===== config.mk =====
export PLATFORM = sky130hd
export DESIGN_NAME = memref_port_responder
export DESIGN_NICKNAME = d
export VERILOG_FILES = /design/src/rtl/memref_port_responder.sv
export SDC_FILE = /design/constraint.sdc
export NUM_CORES = 2
export LEC_CHECK = 0
export CORE_UTILIZATION = 45
export DETAILED_ROUTE_END_ITERATION = 8
export GPL_TIMING_DRIVEN = 0
export PLACE_DENSITY_LB_ADDON = 0.3
export SYNTH_ARGS = -nofsm -noshare
export SYNTH_HDL_FRONTEND = slang
export SYNTH_SLANG_ARGS = --single-unit

===== constraint.sdc =====
create_clock -name clk -period 3.6 [get_ports clk]
set_clock_uncertainty 0.2 [all_clocks]
set_input_delay 0.72 -clock clk [delete_from_list [all_inputs] [get_ports clk]]
set_output_delay 0.72 -clock clk [all_outputs]
set_load 0.005 [all_outputs]

===== src/rtl/memref_port_responder.sv =====
// Memory-side responder for one memref port: single-port RAM with a fixed
// read latency, a bench preload port, saturating access counters and sticky
// protocol-error flags.
module memref_port_responder #(
    parameter int unsigned WIDTH         = 32,
    parameter int unsigned SIZE          = 64,
    parameter int unsigned ADDR_W        = 6,
    parameter int unsigned RD_LATENCY    = 1,
    parameter int unsigned CHECK_ADDR_EN = 0
) (
    input  logic              clk,
    input  logic              rst,
    input  logic              addr_en,
    input  logic [ADDR_W-1:0] addr_data,
    input  logic              rd_en,
    output logic [WIDTH-1:0]  rd_data,
    output logic              rd_valid,
    input  logic              wr_en,
    input  logic [WIDTH-1:0]  wr_data,
    input  logic              init_en,
    input  logic [ADDR_W-1:0] init_addr,
    input  logic [WIDTH-1:0]  init_data,
    output logic [15:0]       rd_count,
    output logic [15:0]       wr_count,
    output logic              err_conflict,
    output logic              err_range,
    output logic              err_proto
);

    // One extra bit so SIZE == 2**ADDR_W is representable.
    localparam logic [ADDR_W:0] SizeLim = (ADDR_W + 1)'(SIZE);

    logic             addr_ok;
    logic             init_ok;
    logic [WIDTH-1:0] rd_word;

    logic [WIDTH-1:0] mem [SIZE];

    logic [RD_LATENCY-1:0] vld_q;
    logic [WIDTH-1:0]      dat_q [RD_LATENCY];

    logic [15:0] rd_count_q;
    logic [15:0] wr_count_q;
    logic        err_conflict_q;
    logic        err_range_q;
    logic        err_proto_q;

    assign addr_ok = {1'b0, addr_data} < SizeLim;
    assign init_ok = {1'b0, init_addr} < SizeLim;

    // Read-before-write word; out-of-range reads return zero.
    always_comb begin
        rd_word = '0;
        if (addr_ok) begin
            rd_word = mem[addr_data];
        end
    end

    // Memory array: deliberately not reset; port write beats preload.
    always_ff @(posedge clk) begin
        if (wr_en) begin
            if (addr_ok) begin
                mem[addr_data] <= wr_data;
            end
        end else if (init_en && init_ok) begin
            mem[init_addr] <= init_data;
        end
    end

    // Read shift pipeline; data stages only load on valid so the last word holds.
    always_ff @(posedge clk or posedge rst) begin
        if (rst) begin
            vld_q <= '0;
            for (int i = 0; i < RD_LATENCY; i++) begin
                dat_q[i] <= '0;
            end
        end else begin
            vld_q[0] <= rd_en;
            if (rd_en) begin
                dat_q[0] <= rd_word;
            end
            for (int i = 1; i < RD_LATENCY; i++) begin
                vld_q[i] <= vld_q[i-1];
                if (vld_q[i-1]) begin
                    dat_q[i] <= dat_q[i-1];
                end
            end
        end
    end

    // Saturating access counters and sticky error flags.
    always_ff @(posedge clk or posedge rst) begin
        if (rst) begin
            rd_count_q     <= '0;
            wr_count_q     <= '0;
            err_conflict_q <= 1'b0;
            err_range_q    <= 1'b0;
            err_proto_q    <= 1'b0;
        end else begin
            if (rd_en && (rd_count_q != 16'hFFFF)) begin
                rd_count_q <= rd_count_q + 16'd1;
            end
            if (wr_en && (wr_count_q != 16'hFFFF)) begin
                wr_count_q <= wr_count_q + 16'd1;
            end
            if ((rd_en || init_en) && wr_en) begin
                err_conflict_q <= 1'b1;
            end
            if (((rd_en || wr_en) && !addr_ok) || (init_en && !init_ok)) begin
                err_range_q <= 1'b1;
            end
            if ((CHECK_ADDR_EN != 0) && (rd_en || wr_en) && !addr_en) begin
                err_proto_q <= 1'b1;
            end
        end
    end

    assign rd_valid     = vld_q[RD_LATENCY-1];
    assign rd_data      = dat_q[RD_LATENCY-1];
    assign rd_count     = rd_count_q;
    assign wr_count     = wr_count_q;
    assign err_conflict = err_conflict_q;
    assign err_range    = err_range_q;
    assign err_proto    = err_proto_q;

endmodule


==> results.sh <==
export IMPL_status="finished, violations left"
export IMPL_violations="negative setup slack"
export IMPL_fin_tns_setup_ns=-70.13
export IMPL_r2r_cells=5
export IMPL_fin_crit_ns=3.748
export IMPL_syn_area_mm2=0.08181
export IMPL_synth_top_area_share_pct=75.17
export IMPL_cts_tree="built"
export IMPL_avgSynthCellArea_um2=19.35
export IMPL_drt_iter0_drc=5576
export IMPL_crit_end="mem[34][29]$_DFFE_PP_"
export IMPL_powerDensity_mw_per_mm2=546.0
export IMPL_p_leak_nw=31.81
export IMPL_cts_buffers=203
export IMPL_rsz0062_at_grt="yes"
export IMPL_wl_per_cell_um=31.44
export IMPL_clkSinkCount=2114
export IMPL_fp_dieW_um=428.4
export IMPL_post_route_period_util_pct=104.1
export IMPL_fillerInstances=13820
export IMPL_insertion_delay_ns=0.86
export IMPL_grt_max_degree=65
export IMPL_cts_htree_levels=4
export IMPL_finalHoldViolations=0
export IMPL_timing_fmax_mhz=266.8
export IMPL_crit_type="in -> reg"
export IMPL_clk_pin_slew_worst_paths_ns=0.06
export IMPL_yosysUniqueCellTypes=56
export IMPL_yosysWarnings=1
export IMPL_path_cells="clkdlybuf4s50_1 > buf_4 > buf_2 > buf_4 > buf_2 > nand3_1 > o21ai_0 > nand2_2 > nor2_4 > buf_12"
export IMPL_initial_core_util_pct=45.26
export IMPL_synth_edff_count=2048
export IMPL_wirelength_um=229400
export IMPL_root_buffer="clkbuf_16"
export IMPL_cpPeakStageDelay_ns=0.70
export IMPL_path_buf_inv=6
export IMPL_ys_async_sr_fraction_pct=3.122
export IMPL_cp_depth=10
export IMPL_min_path_type="in -> async"
export IMPL_critPathRequiredTime_ns=3.91
export IMPL_max_slew_margin_pct=27.61
export IMPL_r2r_slack_ns=0.93
export IMPL_die_h_um=428.4
export IMPL_final_nets=4831
export IMPL_maxCapViolations=0
export IMPL_dr_pass1_iters=6
export IMPL_reg2reg_from="rd_data[31]$_DFFE_PP0P_"
export IMPL_core_rowCount=156
export IMPL_cp_slowest_cell="clkdlybuf4s50_1"
export IMPL_grt_pass1_vias=43720
export IMPL_startpoint="addr_data[1]"
export IMPL_netlist_top_cells_count="edfxtp_1 (2048), mux2i_1 (573), mux4_2 (257)"
export IMPL_io_pins=150
export IMPL_fp_coreArea_mm2=0.1807
export IMPL_hpwl_um=152500
export IMPL_synth_most_common_cell="edfxtp_1"
export IMPL_yosysSeqAreaShare_pct=77.19
export IMPL_setup_ws_ns=-0.1477
export IMPL_design_die_area_mm2=0.1835
export IMPL_critPathMaxFanout=25
export IMPL_gp_congestion=0.9235
export IMPL_cp_arrival_ns=4.05
export IMPL_drv_slew=0
export IMPL_fin_util_pct=53.41
export IMPL_drc_errors=0
export IMPL_portBuffers=144
export IMPL_tightest_slew_ns=1.076
export IMPL_setup_viol=1014
export IMPL_critPathLaunchType="input port"
export IMPL_antenna_found_initial=13
export IMPL_ir_drop_mv=0.5024
export IMPL_gr_total_overflow=0
export IMPL_endpoint_kind="flip-flop"
export IMPL_synth_top_area_cell="edfxtp_1"
export IMPL_yosys_register_bits=2114
export IMPL_grt_util_all_layers_pct=24.87
export IMPL_drive_above_1_share_pct=21.09
export IMPL_place_area_mm2=0.08873
export IMPL_grt_pass1_wl_um=322900
export IMPL_area_growth_pct=17.98
export IMPL_final_area_mm2=0.09653
export IMPL_viasPerCell=6.025
export IMPL_power_w=0.05270
export IMPL_clockBufferDepth=3
export IMPL_ant_nets=0
export IMPL_cp_top_family="buffers and inverters"
export IMPL_reg2reg_to="rd_data[31]$_DFFE_PP0P_"
export IMPL_syn_inst=4228
export IMPL_dp_worst_setup_slack_ns=-1.574
export IMPL_ys_flop_type="edfxtp_1"
export IMPL_vias=43960
export IMPL_ys_top_cells_by_area="edfxtp_1 (75%), mux4_2 (7.1%), mux2i_1 (7.0%)"
## where the power goes
group | switching, W | internal (W) | total (W)
logic | 0.00253 | 0.00139 | 0.00392
registers | 0.000284 | 0.0276 | 0.0279
clock network | 0.00922 | 0.0117 | 0.0209
total | 0.0120 | 0.0407 | 0.0527
## stage by stage
stage,cells,hold slack (ns)
floorplan,4229,0.2590
global placement,6743,0.2730
detailed placement,6831,0.2912
CTS,7280,0.03878
global route,7290,0.07434
finish,7296,0.07556
## logic make-up after synthesis
family | Yosys count | synth area share [%]
flip-flops | 2114 | 77.19
multiplexers | 835 | 14.15
AND/OR/NAND/NOR | 510 | 2.903
AO/OA/AOI/OAI | 477 | 3.716
buffers and inverters | 264 | 1.736
XOR/XNOR | 25 | 0.2676
adder cells (fa/ha/maj) | 2 | 0.03058
other | 1 | 0.004584
## metal layers
layer | global-route usage (%) | wire length (µm) | vias to the layer above
met5 | 0 | 13 | -
met4 | 12.11 | 12120 | 2
met3 | 4.990 | 19490 | 500
met2 | 40.06 | 110500 | 2197
met1 | 32.40 | 87310 | 22990
li1 | - | - | 18270
## worst min path at each step
stage                                        start                  endpoint  slack, ns
after detailed placement   wr_count[7]$_DFFE_PP0P_   wr_count[7]$_DFFE_PP0P_       0.29
after global placement     wr_count[7]$_DFFE_PP0P_   wr_count[7]$_DFFE_PP0P_       0.27
final                                          rst   wr_count[2]$_DFFE_PP0P_       0.08
after global routing                           rst   wr_count[0]$_DFFE_PP0P_       0.07
after floorplan           err_conflict$_DFFE_PP0P_  err_conflict$_DFFE_PP0P_       0.26
after CTS                                      rst   wr_count[2]$_DFFE_PP0P_       0.04
## layout by cell type (no fill, tap or decap), drive strengths merged, types with 19 or more instances in the layout
| cell | count |
|---|---|
| nor2 | 117 |
| nand3 | 54 |
| a22oi | 96 |
| a31oi | 22 |
| nand2 | 197 |
| a21oi | 66 |
| nor3 | 21 |
| nand4 | 24 |
| inv | 38 |
| o22ai | 180 |
| clkbuf | 352 |
| clkdlybuf4s50 | 144 |
| a211oi | 32 |
| clkinv | 76 |
| mux4 | 257 |
| nor4 | 19 |
| buf | 326 |
| dfrtp | 66 |
| o21ai | 58 |
| and3 | 25 |
| edfxtp | 2048 |
| mux2i | 573 |
## area by class of cell
cell class / instances / area, µm² / share of cell area (%)
tap: 2370 / 2965 / 3.072
multi-input combinational: 1851 / 18210 / 18.87
buffer: 234 / 1336 / 1.384
sequential: 2114 / 63150 / 65.42
timing repair buffer: 314 / 4292 / 4.446
inverter: 29 / 111.4 / 0.1154
clock inverter: 100 / 892.1 / 0.9242
clock buffer: 275 / 5545 / 5.745
antenna: 9 / 22.52 / 0.02333
## repair_timing
action,4_1_cts,5_1_grt
resized for setup,67,20
setup endpoints to repair,1867,1039
buffers inserted,74,8
hold buffers,0,0
pin swaps,47,3
## sequential cells by signal, indices dropped and copies added (netlist names)
signal	flops
err_conflict	1
mem	2048
rd_count	16
rd_data	32
rd_valid	1
wr_count	16
No activity file was read; power rests on OpenSTA's default activity.
